[config.mk]
export PLATFORM = sky130hd
export DESIGN_NAME = ctrl_pipe
export DESIGN_NICKNAME = d
export VERILOG_FILES = /design/src/rtl/ctrl_pipe.sv
export SDC_FILE = /design/constraint.sdc
export NUM_CORES = 1
export LEC_CHECK = 0
export BUFFER_PORTS_ARGS = -buffer_cell sky130_fd_sc_hd__buf_2
export CORE_ASPECT_RATIO = 0.6
export CORE_UTILIZATION = 35
export DETAILED_ROUTE_END_ITERATION = 16
export GPL_ROUTABILITY_DRIVEN = 0
export SETUP_SLACK_MARGIN = 0.15
export SLEW_MARGIN = 20
export SYNTH_ARGS = -nofsm -noshare
export SYNTH_HDL_FRONTEND = slang
export SYNTH_SLANG_ARGS = --single-unit
[constraint.sdc]
create_clock -name clk -period 2.25 [get_ports clk]
set_input_delay 0.225 -clock clk [delete_from_list [all_inputs] [get_ports clk]]
set_output_delay 0.225 -clock clk [all_outputs]
set_load 0.03 [all_outputs]
[src/rtl/ctrl_pipe.sv]
// ctrl_pipe: carries decode control fields through the E, M and W registers,
// resolves branch/jump redirect in Execute and counts retired instructions.
module ctrl_pipe #(
    parameter int CNTW = 32
) (
    input  logic            clk,
    input  logic            reset,
    input  logic            ValidD,
    input  logic            RegWriteD,
    input  logic [1:0]      ResultSrcD,
    input  logic            MemWriteD,
    input  logic            JumpD,
    input  logic            BranchD,
    input  logic [2:0]      ALUControlD,
    input  logic            ALUSrcD,
    input  logic [2:0]      funct3D,
    input  logic            FlushE,
    input  logic            ZeroE,
    input  logic            LtE,
    input  logic            LtuE,
    output logic [2:0]      ALUControlE,
    output logic            ALUSrcE,
    output logic            ResultSrcE0,
    output logic            RegWriteE,
    output logic            PCSrcE,
    output logic            RegWriteM,
    output logic            MemWriteM,
    output logic [1:0]      ResultSrcM,
    output logic            RegWriteW,
    output logic [1:0]      ResultSrcW,
    output logic [CNTW-1:0] InstretCount
);

    typedef struct packed {
        logic       valid;
        logic       reg_write;
        logic [1:0] result_src;
        logic       mem_write;
        logic       jump;
        logic       branch;
        logic [2:0] alu_control;
        logic       alu_src;
        logic [2:0] funct3;
    } ex_t;

    typedef struct packed {
        logic       valid;
        logic       reg_write;
        logic [1:0] result_src;
        logic       mem_write;
    } mem_t;

    typedef struct packed {
        logic       valid;
        logic       reg_write;
        logic [1:0] result_src;
    } wb_t;

    ex_t            e_q;
    mem_t           m_q;
    wb_t            w_q;
    logic [CNTW-1:0] cnt_q;
    logic           taken;

    // A bubble is all-zero, so downstream write enables are inherently off.
    always_ff @(posedge clk) begin
        if (reset) begin
            e_q   <= '0;
            m_q   <= '0;
            w_q   <= '0;
            cnt_q <= '0;
        end else begin
            if (FlushE || !ValidD) begin
                e_q <= '0;
            end else begin
                e_q <= '{valid:       1'b1,
                         reg_write:   RegWriteD,
                         result_src:  ResultSrcD,
                         mem_write:   MemWriteD,
                         jump:        JumpD,
                         branch:      BranchD,
                         alu_control: ALUControlD,
                         alu_src:     ALUSrcD,
                         funct3:      funct3D};
            end
            m_q <= '{valid:      e_q.valid,
                     reg_write:  e_q.reg_write,
                     result_src: e_q.result_src,
                     mem_write:  e_q.mem_write};
            w_q <= '{valid:      m_q.valid,
                     reg_write:  m_q.reg_write,
                     result_src: m_q.result_src};
            if (w_q.valid) begin
                cnt_q <= cnt_q + 1'b1;
            end
        end
    end

    always_comb begin
        taken = 1'b0;
        case (e_q.funct3)
            3'b000:  taken = ZeroE;
            3'b001:  taken = !ZeroE;
            3'b100:  taken = LtE;
            3'b101:  taken = !LtE;
            3'b110:  taken = LtuE;
            3'b111:  taken = !LtuE;
            default: taken = 1'b0;
        endcase
    end

    assign PCSrcE       = e_q.valid & (e_q.jump | (e_q.branch & taken));
    assign ALUControlE  = e_q.alu_control;
    assign ALUSrcE      = e_q.alu_src;
    assign ResultSrcE0  = e_q.result_src[0];
    assign RegWriteE    = e_q.reg_write;
    assign RegWriteM    = m_q.reg_write;
    assign MemWriteM    = m_q.mem_write;
    assign ResultSrcM   = m_q.result_src;
    assign RegWriteW    = w_q.reg_write;
    assign ResultSrcW   = w_q.result_src;
    assign InstretCount = cnt_q;

endmodule

== Word-level counts from Yosys, hierarchy flattened ==
Cells that the tools add are included.

* Multiplexer cells: 2
* Equal/unequal tests: 5
* Magnitude comparators: 0
* Bitwise operators: 3
* Divide/modulo/power cells: 0
* $mul: 0
* Add/subtract/negate cells: 1
* Reductions and logical operators: 7
* Shifts and indexed selects: 0

{| class="wikitable"
|+ Operators by type and width
! operator !! number
|-
| $add 32x1->32 const B || 1
|-
| $mux 14 || 1
|-
| $eq 3x3->1 const B || 4
|-
| $pmux 1 s6 || 1
|-
| $logic_not 1->1 || 4
|-
| $eq 3x1->1 const B || 1
|-
| $logic_not 3->1 || 1
|-
| $and 1x1->1 || 2
|-
| $reduce_or 2->1 || 1
|-
| $logic_or 1x1->1 || 1
|-
| $or 1x1->1 || 1
|}

* Flip-flop bits (word level): 55
* Memories: 0
* RAM bits: 0
* Output and inout port bits: 46
* Latch bits: 0
* Logic and storage cells: 35
* Bits in read-only memories: 0

== Longest topological paths before layout ==
Gate-level depths: netlist of run 1.

* Depth in word-level cells: 5
* Mapped depth: 7
* Depth with buffers taken out: 4

== Worst setup path before layout of run 1 ==
No wires, ideal clock.

* Path kind: register to register
* Start: register cnt_q[9] (netlist: InstretCount[9])
* End: register cnt_q[26] (netlist: InstretCount[26])
* Buffers on the path: 2
* Setup time: 71 ps
* Data arrival time: 2,030 ps
* Slack: 149 ps
* Cell stages (with the launch flop): 7
* Path through: dfxtp_1 clkbuf_1 nand4_1 or4_4 buf_6 or4_1 a21oi_1

* Cells in the longest elaborated chain, start to end: 1

{| class="wikitable"
|+ Ends and longest elaborated chain
! what !! line !! text
|-
| start, declared || 62 || <nowiki>logic [CNTW-1:0] cnt_q;</nowiki>
|-
| start signal, assigned || 94 || <nowiki>cnt_q <= cnt_q + 1'b1;</nowiki>
|-
| $add 32x1->32 || 94 ||
|}

No other way between the ends.
A chain may end at the register's enable or synchronous reset.

== Final worst setup path of run 1 ==
* Start: register cnt_q[8] (netlist: InstretCount[8])
* End: register cnt_q[31] (netlist: InstretCount[31])

The elaborated chain is that of the path after synthesis.

==> results of run 1 <==
## power groups by stage
stage	Combinational (mW)	Sequential [mW]	Clock (mW)
floorplan	0.0327	1.01	0
global placement	0.0595	1.01	0
global route	0.0654	0.989	0.637
finish	0.0593	0.987	0.567
detailed placement	0.0599	1.01	0
CTS	0.0601	0.988	0.593
## synth_stat cells
cell type	instances	area, µm²
ha_1	1	12.51
or4_4	1	11.26
a21oi_1	15	75.07
clkbuf_1	9	33.78
nand3_1	8	40.04
buf_2	2	10.01
o21ba_2	1	10.01
buf_6	1	11.26
inv_1	3	11.26
mux2i_1	2	20.02
nand4b_1	1	8.760
dfxtp_1	55	1101
o21a_1	2	15.01
nand4_1	13	81.33
o41ai_1	1	8.760
or4_1	11	82.58
nor3_1	4	20.02
xnor2_1	5	43.79
and2_1	14	87.58
xor2_1	11	96.34
mux2_2	1	11.26
and3_1	2	12.51
nand2_1	13	48.80
or3_1	3	18.77
nor3b_1	1	7.510
nand4_2	1	12.51
or4b_2	1	10.01
and4_1	6	52.55
nor2b_1	10	62.56
nor2_1	16	60.06
o31ai_1	11	82.58
o21ai_0	4	20.02
nor4_1	2	12.51
buf_4	7	52.55
## worst paths after layout
kind | from | to | slack, ns | depth (start not counted)
setup / recovery | InstretCount[8] | InstretCount[31] | 0.21 | 4
hold / removal | ResultSrcD[0] | ResultSrcE0 | 0.11 | 2
setup reg to reg | InstretCount[8] | InstretCount[31] | 0.21 | 4
hold reg to reg | e_q[11] | ResultSrcM[1] | 0.45 | 1
## per-layer routing
| metal | track usage [%] | part of all wire, % | up-vias | routed length [µm] |
|---|---|---|---|---|
| li1 | - | - | 975 | - |
| met1 | 22.86 | 53 | 909 | 2659 |
| met2 | 22.45 | 41 | 51 | 2057 |
| met3 | 3.673 | 5.0 | 5 | 252 |
| met4 | 4.754 | 0.82 | 0 | 41 |
| met5 | 0 | 0 | - | 0 |
## per-stage QoR
step           instances  total power [mW]  setup slack [ns]  area (µm²)  util (%)
3_3_place_gp         379             1.069            0.2605        2650     43.17
4_1_cts              387             1.641            0.1535        2745     44.72
2_1_floorplan        238             1.047            0.1640        2246         -
3_5_place_dp         379             1.070            0.1944        2650     43.17
5_1_grt              388             1.692            0.1407        2768     45.09
6_report             388             1.614            0.2100        2768     45.09
## flip-flops by register name (all words and copies together), names as in the netlist, 2 cells and up
name,count
ResultSrcM,2
e_q,8
ResultSrcW,2
InstretCount,32
ALUControlE,3
## critical path: cells and delay by family (launching register included)
| kind | cells | cell delay [ns] |
|---|---|---|
| flops | 1 | 0.42 |
| compound gates | 1 | 0.15 |
| simple gates | 3 | 1.39 |
## final cells by class
class	instances	area, µm²
fill	610	3371
clock buffer	7	86.33
timing repair buffer	76	407.9
inverter	3	11.26
sequential	55	1101
multi-input combinational	162	1047
tap	84	105.1
clock inverter	1	8.758
## what timing repair did
item                                    4_1_cts  5_1_grt
gates resized for setup                       0        4
endpoints found under the setup margin        0       10
buffers inserted                              0        0
## logic make-up after synthesis
logic type	synth area share (%)
AND/OR/NAND/NOR	28.04
flip-flops	49.05
AO/OA/AOI/OAI	9.420
buffers and inverters	5.295
XOR/XNOR	6.243
multiplexers	1.394
adder cells (fa/ha/maj)	0.5573
==> flow_metrics.py, run 1 <==
metrics = {
    "min_path": {
        "hp-class": "in2reg",
    },
    "status": {
        "status": "complete, no violations",
    },
    "power_and_ir_drop": {
        "p_int_mw": 1.261,
        "seqPwrFrac_pct": 61.2,
        "switchingPower_uw": 352.7,
        "power.leakage_nw": 1.142,
        "clockPowerShare_pct": 35.1,
        "pwr_density_cell_nw_per_um2": 583.1,
        "peakVddDrop_uv": 220.6,
        "swShare_pct": 21.85,
        "p_comb_share_pct": 3.7,
    },
    "routing": {
        "drt_iter0_markers": 117,
        "ant_nets": 0,
        "vias": 1940,
        "drc": 0,
        "drt_wl_total_mm": 5.011,
        "vias_per_cell": 5.000,
        "routedWlPerCell_um": 12.91,
        "dr.pass1.iters": 4,
    },
    "synth": {
        "netlist_area_um2": 2245,
        "yosysWarnings": 0,
        "ys_seq_elements": 55,
        "syn_area_per_cell_um2": 9.431,
        "netlist_instances": 238,
        "synth.distinct_cells": 34,
        "ys_seq_area_share_pct": 49.05,
        "synthesis.nets": 259,
    },
    "grt": {
        "grt_max_degree": 28,
        "grt_overflow": 0,
        "grt_pass1_vias": 1704,
        "grt_first_pass_wirelength_mm": 8.300,
        "antenna_found_initial": 0,
        "track_usage_pct": 15.62,
    },
    "worst_setup_path": {
        "start_kind": "flip-flop",
        "critical_path.max_fanout": 12,
        "slowest_delay_ns": 0.62,
        "cp-end-kind": "flip-flop",
        "worstPathRequired_ns": 2.49,
        "crit_chain": "nand4_2 > or4_4 > or4_1 > a21oi_1",
        "crit_type": "reg2reg",
        "cpMaxStageDelayCell": "or4_4",
        "crit_arrival_ns": 2.28,
    },
    "run": {
        "maxCapViolCount": 0,
    },
    "final_layout": {
        "syn2layout_area_growth_pct": 23.30,
        "drive_above_1_share_pct": 30.26,
        "nNetsFinal": 324,
        "layout_commonest_cell": "buf_2",
        "final_cell_mix": "buf_2, dfxtp_1, nor2_1, a21oi_1, and2_1",
        "antenna_cells": 0,
    },
    "clock_network": {
        "cts_buffers": 5,
        "clockRootBuffer": "clkbuf_8",
        "htreeDepth": 2,
        "clk_pin_slew_worst_paths_ns": 0.10,
        "clk_latency_ns": 0.31,
        "cts_tree": "built",
        "cts_max_path_buffers": 2,
        "holdBufCountCts": 0,
        "cts.sinks": 55,
    },
    "timing": {
        "finalHoldViolCount": 0,
        "slew_violations": 0,
        "skew_ns": 0.01073,
        "finalCritPeriodShare_pct": 90.67,
        "min_period_ns": 2.040,
        "worst_pin_slew_ns": 0.4883,
        "finalSetupTns_ns": 0,
        "grt_setup_unrepaired": "true",
        "finalSetupViolCount": 0,
        "whs_ns": 0.1136,
        "clock.fmax_mhz": 490.2,
        "slew_headroom_pct": 67.45,
    },
    "placed_design": {
        "numPortBuffers": 65,
        "place_hpwl_mm": 3.500,
    },
    "die": {
        "core_area_um2": 6138,
        "die_h_um": 64.03,
        "die-area_um2": 6748,
        "pin_count": 66,
        "num_rows": 22,
        "die_w_um": 105.4,
        "start_util_pct": 36.57,
    },
}
No activity file was read; power rests on OpenSTA's default activity.
==> run 2: changes to the inputs <==
--- a/config.mk
+++ b/config.mk
@@ -7,9 +7,10 @@
 export LEC_CHECK = 0
 export BUFFER_PORTS_ARGS = -buffer_cell sky130_fd_sc_hd__buf_2
 export CORE_ASPECT_RATIO = 0.6
-export CORE_UTILIZATION = 35
+export CORE_UTILIZATION = 51
 export DETAILED_ROUTE_END_ITERATION = 16
 export GPL_ROUTABILITY_DRIVEN = 0
+export PLACE_DENSITY = 0.79
 export SETUP_SLACK_MARGIN = 0.15
 export SLEW_MARGIN = 20
 export SYNTH_ARGS = -nofsm -noshare
==> run 2 against run 1 <==
Net effect: sequential power about the same; sequential share of layout area up 0.42 points; via count up 2.6%; critical path type unchanged.
==> flow_metrics.py, run 2 (synthesis gave the netlist of run 1 again) <==
metrics = {
    "worst_setup_path": {
        "regToRegSetupSlack_ns": 0.25,
        "slowest_delay_ns": 0.60,
        "cp.buffers_inverters": 0,
        "cp.depth": 4,
        "worstPathRequired_ns": 2.50,
        "crit_type": "reg2reg",
        "rr_worst_depth": 4,
        "crit_end": "InstretCount[31]",
        "critPathTopFamily": "simple AND/OR/NAND/NOR gates",
        "start_kind": "flip-flop",
        "crit_chain": "nand4_2 > or4_4 > or4_1 > a21oi_1",
        "crit_arrival_ns": 2.25,
        "r2r-start": "InstretCount[7]",
        "cp-end-kind": "flip-flop",
        "critical_path.max_fanout": 12,
        "critPathLaunch": "InstretCount[7]",
        "r2r_end": "InstretCount[31]",
        "cpMaxStageDelayCell": "or4_4",
    },
    "final_layout": {
        "antenna_cells": 0,
        "final_cell_mix": "buf_2, dfxtp_1, nor2_1, a21oi_1, and2_1",
        "layout_commonest_cell": "buf_2",
        "stdcell_area_um2": 2739,
        "largest_reg_flops": 32,
        "drive_above_1_share_pct": 29.80,
        "syn2layout_area_growth_pct": 22.02,
        "nNetsFinal": 322,
    },
    "timing": {
        "slew_violations": 0,
        "finalCritPeriodShare_pct": 89.01,
        "worst_slack_ns": 0.2473,
        "slew_headroom_pct": 58.84,
        "finalSetupViolCount": 0,
        "finalSetupTns_ns": 0,
        "skew_ns": 0.008303,
        "min_period_ns": 2.003,
        "clock.fmax_mhz": 499.3,
        "finalHoldViolCount": 0,
        "grt_setup_unrepaired": "false",
        "worst_pin_slew_ns": 0.6147,
    },
    "status": {
        "status": "complete, no violations",
    },
    "routing": {
        "drt_iter0_markers": 159,
        "drt_wl_total_mm": 5.040,
        "vias_per_cell": 5.497,
        "vias": 1990,
        "dr.pass1.iters": 4,
        "ant_nets": 0,
        "drc": 0,
        "routedWlPerCell_um": 13.92,
    },
    "clock_network": {
        "cts.sinks": 55,
        "htreeDepth": 2,
        "clk_latency_ns": 0.31,
        "cts_tree": "built",
        "cts_buffers": 5,
        "holdBufCountCts": 0,
        "clk_pin_slew_worst_paths_ns": 0.10,
        "clockRootBuffer": "clkbuf_8",
        "cts_max_path_buffers": 2,
    },
    "placed_design": {
        "numPortBuffers": 65,
        "dpl_worst_slack_ns": 0.1883,
        "place_hpwl_mm": 3.487,
        "placed_cell_area_um2": 2605,
    },
    "grt": {
        "grt_max_degree": 43,
        "grt_first_pass_wirelength_mm": 8.038,
        "grt_overflow": 0,
        "antenna_found_initial": 0,
        "grt_pass1_vias": 1749,
        "track_usage_pct": 23.06,
    },
    "power_and_ir_drop": {
        "p_int_mw": 1.346,
        "peakVddDrop_uv": 434.4,
        "clockPowerShare_pct": 39.1,
        "switchingPower_uw": 373.2,
        "power.leakage_nw": 1.143,
        "pwr_density_cell_nw_per_um2": 627.7,
        "swShare_pct": 21.71,
        "seqPwrFrac_pct": 57.4,
        "p_comb_share_pct": 3.5,
        "power.total_mw": 1.719,
    },
    "die": {
        "die-area_um2": 4679,
        "num_rows": 18,
        "start_util_pct": 53.87,
        "pin_count": 66,
        "die_w_um": 87.65,
        "core_area_um2": 4167,
        "die_h_um": 53.39,
    },
    "run": {
        "maxCapViolCount": 0,
    },
    "min_path": {
        "hp-class": "in2reg",
    },
}
run 2: worst min path at each step:
stage | endpoint | startpoint | slack [ns] | depth (start not counted)
after global placement | MemWriteM | e_q[9] | 0.42 | 1
after detailed placement | ResultSrcM[1] | e_q[11] | 0.43 | 1
final | RegWriteE | RegWriteD | 0.11 | 2
after floorplan | ALUControlE[0] | ALUControlD[0] | 0.35 | 1
after CTS | e_q[1] | funct3D[1] | 0.10 | 2
after global routing | ALUControlE[2] | ALUControlD[2] | 0.1 | 2
run 2: power groups by stage:
stage	Clock, mW	Sequential, mW	Combinational, mW
floorplan	0	1.01	0.0327
global placement	0	1.01	0.0585
detailed placement	0	1.01	0.0597
CTS	0.681	0.987	0.0601
global route	0.721	0.989	0.0667
finish	0.672	0.987	0.0596
run 2: stage by stage:
stage               utilization [%]  std cells  hold WS [ns]
global route                  65.74        362       0.09850
CTS                           65.32        361        0.1016
finish                        65.74        362        0.1066
global placement              62.52        353        0.4173
floorplan                         -        238        0.3467
detailed placement            62.52        353        0.4256
run 2: routing by layer:
layer / global-route usage [%] / vias up / share of wire (%)
li1: - / 974 / -
met1: 31.91 / 938 / 49
met2: 34.11 / 73 / 44
met3: 6.084 / 5 / 6.5
met4: 9.016 / 0 / 1.0
met5: 0 / - / 0
run 2: final cells by class:
| type | count | area (µm²) |
|---|---|---|
| Fill cell | 352 | 1428 |
| Sequential cell | 55 | 1101 |
| Multi-Input combinational cell | 162 | 1042 |
| Timing Repair Buffer | 74 | 392.9 |
| Tap cell | 60 | 75.07 |
| Clock buffer | 5 | 68.82 |
| Clock inverter | 3 | 47.55 |
| Inverter | 3 | 11.26 |
run 2: timing repair:
| action | 4_1_cts | 5_1_grt |
|---|---|---|
| endpoints found under the hold margin | 0 | 0 |
| setup buffers | 0 | 0 |
| resized for setup | 0 | 2 |
| endpoints found under the setup margin | 0 | 9 |
==> run 3: changes to the inputs <==
--- a/config.mk
+++ b/config.mk
@@ -7,11 +7,9 @@
 export LEC_CHECK = 0
 export BUFFER_PORTS_ARGS = -buffer_cell sky130_fd_sc_hd__buf_2
 export CORE_ASPECT_RATIO = 0.6
-export CORE_UTILIZATION = 51
+export CORE_UTILIZATION = 35
 export DETAILED_ROUTE_END_ITERATION = 16
 export GPL_ROUTABILITY_DRIVEN = 0
-export PLACE_DENSITY = 0.79
-export SETUP_SLACK_MARGIN = 0.15
 export SLEW_MARGIN = 20
 export SYNTH_ARGS = -nofsm -noshare
 export SYNTH_HDL_FRONTEND = slang
==> run 3 against run 2 <==
Net effect: the run now ends with DRC left; sequential power about the same; critical path depth stayed put; final area up 0.18%; total power shrank 7.0%; non-clock buffer count increased by 2; worst setup slack worse by 0.087 ns; wire length shrank 5.1%; die area is 44% higher; critical path type unchanged.
==> flow_metrics.py, run 3 (synthesis gave the netlist of run 1 again) <==
metrics = {
    "timing": {
        "worst_pin_slew_ns": 0.4703,
        "slew_headroom_pct": 68.64,
        "grt_setup_unrepaired": "false",
        "whs_ns": 0.1024,
        "skew_ns": 0.008589,
        "clock.fmax_mhz": 478.5,
        "finalSetupViolCount": 0,
        "finalSetupTns_ns": 0,
        "min_period_ns": 2.090,
        "slew_violations": 0,
        "finalHoldViolCount": 0,
        "finalCritPeriodShare_pct": 92.89,
    },
    "run": {
        "maxCapViolCount": 0,
    },
    "clock_network": {
        "cts_resized": 0,
        "htreeDepth": 2,
        "holdBufCountCts": 0,
        "cts_buffers": 5,
        "cts_setup_buffers": 0,
        "clk_latency_ns": 0.31,
        "cts.sinks": 55,
        "cts_max_path_buffers": 2,
        "clk_pin_slew_worst_paths_ns": 0.10,
        "clockRootBuffer": "clkbuf_8",
        "cts_tree": "built",
    },
    "power_and_ir_drop": {
        "power.leakage_nw": 1.135,
        "peakVddDrop_uv": 256.4,
        "pwr_density_cell_nw_per_um2": 582.4,
    },
    "grt": {
        "track_usage_pct": 14.88,
        "grt_overflow": 0,
        "grt_pass1_vias": 1628,
        "antenna_found_initial": 0,
        "grt_max_degree": 27,
        "grt_first_pass_wirelength_mm": 7.817,
    },
    "final_layout": {
        "antenna_cells": 0,
        "drive_above_1_share_pct": 29.37,
        "stdcell_area_um2": 2744,
        "final_cell_mix": "buf_2, dfxtp_1, nor2_1, a21oi_1, and2_1",
        "n_fill_cell": 615,
        "nNetsFinal": 323,
        "layout_commonest_cell": "buf_2",
        "multi_input_area_um2": 1025,
        "seq_area_um2": 1101,
        "syn2layout_area_growth_pct": 22.24,
        "largest_reg_flops": 32,
    },
    "die": {
        "core_area_um2": 6138,
        "die_w_um": 105.4,
        "num_rows": 22,
        "start_util_pct": 36.57,
        "pin_count": 66,
        "die_h_um": 64.03,
        "die-area_um2": 6748,
    },
    "worst_setup_path": {
        "start_kind": "flip-flop",
        "crit_type": "reg2reg",
        "crit_arrival_ns": 2.33,
        "critical_path.max_fanout": 24,
        "cp-end-kind": "flip-flop",
        "worstPathRequired_ns": 2.49,
    },
    "min_path": {
        "hp-class": "in2reg",
    },
    "routing": {
        "drt_iter0_markers": 69,
        "vias": 1888,
        "drc": 1,
        "dr.pass1.iters": 11,
        "ant_nets": 0,
        "routedWlPerCell_um": 12.36,
        "drt_wl_total_mm": 4.782,
        "vias_per_cell": 4.879,
    },
    "placed_design": {
        "numPortBuffers": 65,
        "place_hpwl_mm": 3.540,
        "placed_cell_area_um2": 2650,
    },
    "status": {
        "status": "finished, violations left",
        "violations": "DRC",
    },
}
## run 3: cell count changes in the layout (fill, tap and decap cells not counted), sizes merged
cell	previous run	this run
bufinv	1	0
clkinvlp	0	1
or4	13	12
inv	4	3
clkinv	1	2
buf	74	76
## run 3: cell type report
class	instances	share of cell area, %
flip-flops and latches	55	40.13
multi-input cells	161	37.35
inverters	3	0.4104
clock inverters	3	0.9120
well taps	84	3.830
repair buffers	76	14.87
clock buffers	5	2.508
## run 3: path summary, 6_finish.rpt
| path | end | cells past startpoint | slack (ns) | start |
|---|---|---|---|---|
| setup / recovery | InstretCount[31] | 4 | 0.16 | InstretCount[8] |
| hold / removal | RegWriteE | 2 | 0.10 | RegWriteD |
| setup reg to reg | InstretCount[31] | 4 | 0.16 | InstretCount[8] |
| hold reg to reg | MemWriteM | 1 | 0.45 | e_q[9] |
## run 3: metal layers
metal,global-route usage [%],vias up,part of all wire (%)
met5,0,-,0
met4,5.810,0,1.6
met3,3.878,9,5.2
met2,19.98,41,39
met1,22.16,861,54
li1,-,977,-
## run 3: power by group
| group | total, mW | internal [mW] | switching (mW) |
|---|---|---|---|
| clock network | 0.551 | 0.223 | 0.328 |
| logic | 0.0594 | 0.0258 | 0.0335 |
| registers | 0.987 | 0.983 | 0.00469 |
| total | 1.60 | 1.23 | 0.366 |
## run 3: metrics by stage
step	worst slack (ns)	total power, mW	instances	utilization (%)
4_1_cts	0.1550	1.615	387	44.70
3_5_place_dp	0.1712	1.070	379	43.17
3_3_place_gp	0.2515	1.070	379	43.17
2_1_floorplan	0.1495	1.047	238	-
6_report	0.1601	1.598	387	44.70
5_1_grt	0.04787	1.675	387	44.70
## run 3: critical path: stages, from the launching register on
cell     delay, ns
dfxtp_1       0.42
nand4_2       0.22
or4_4         0.72
or4_1         0.53
a21oi_1       0.14
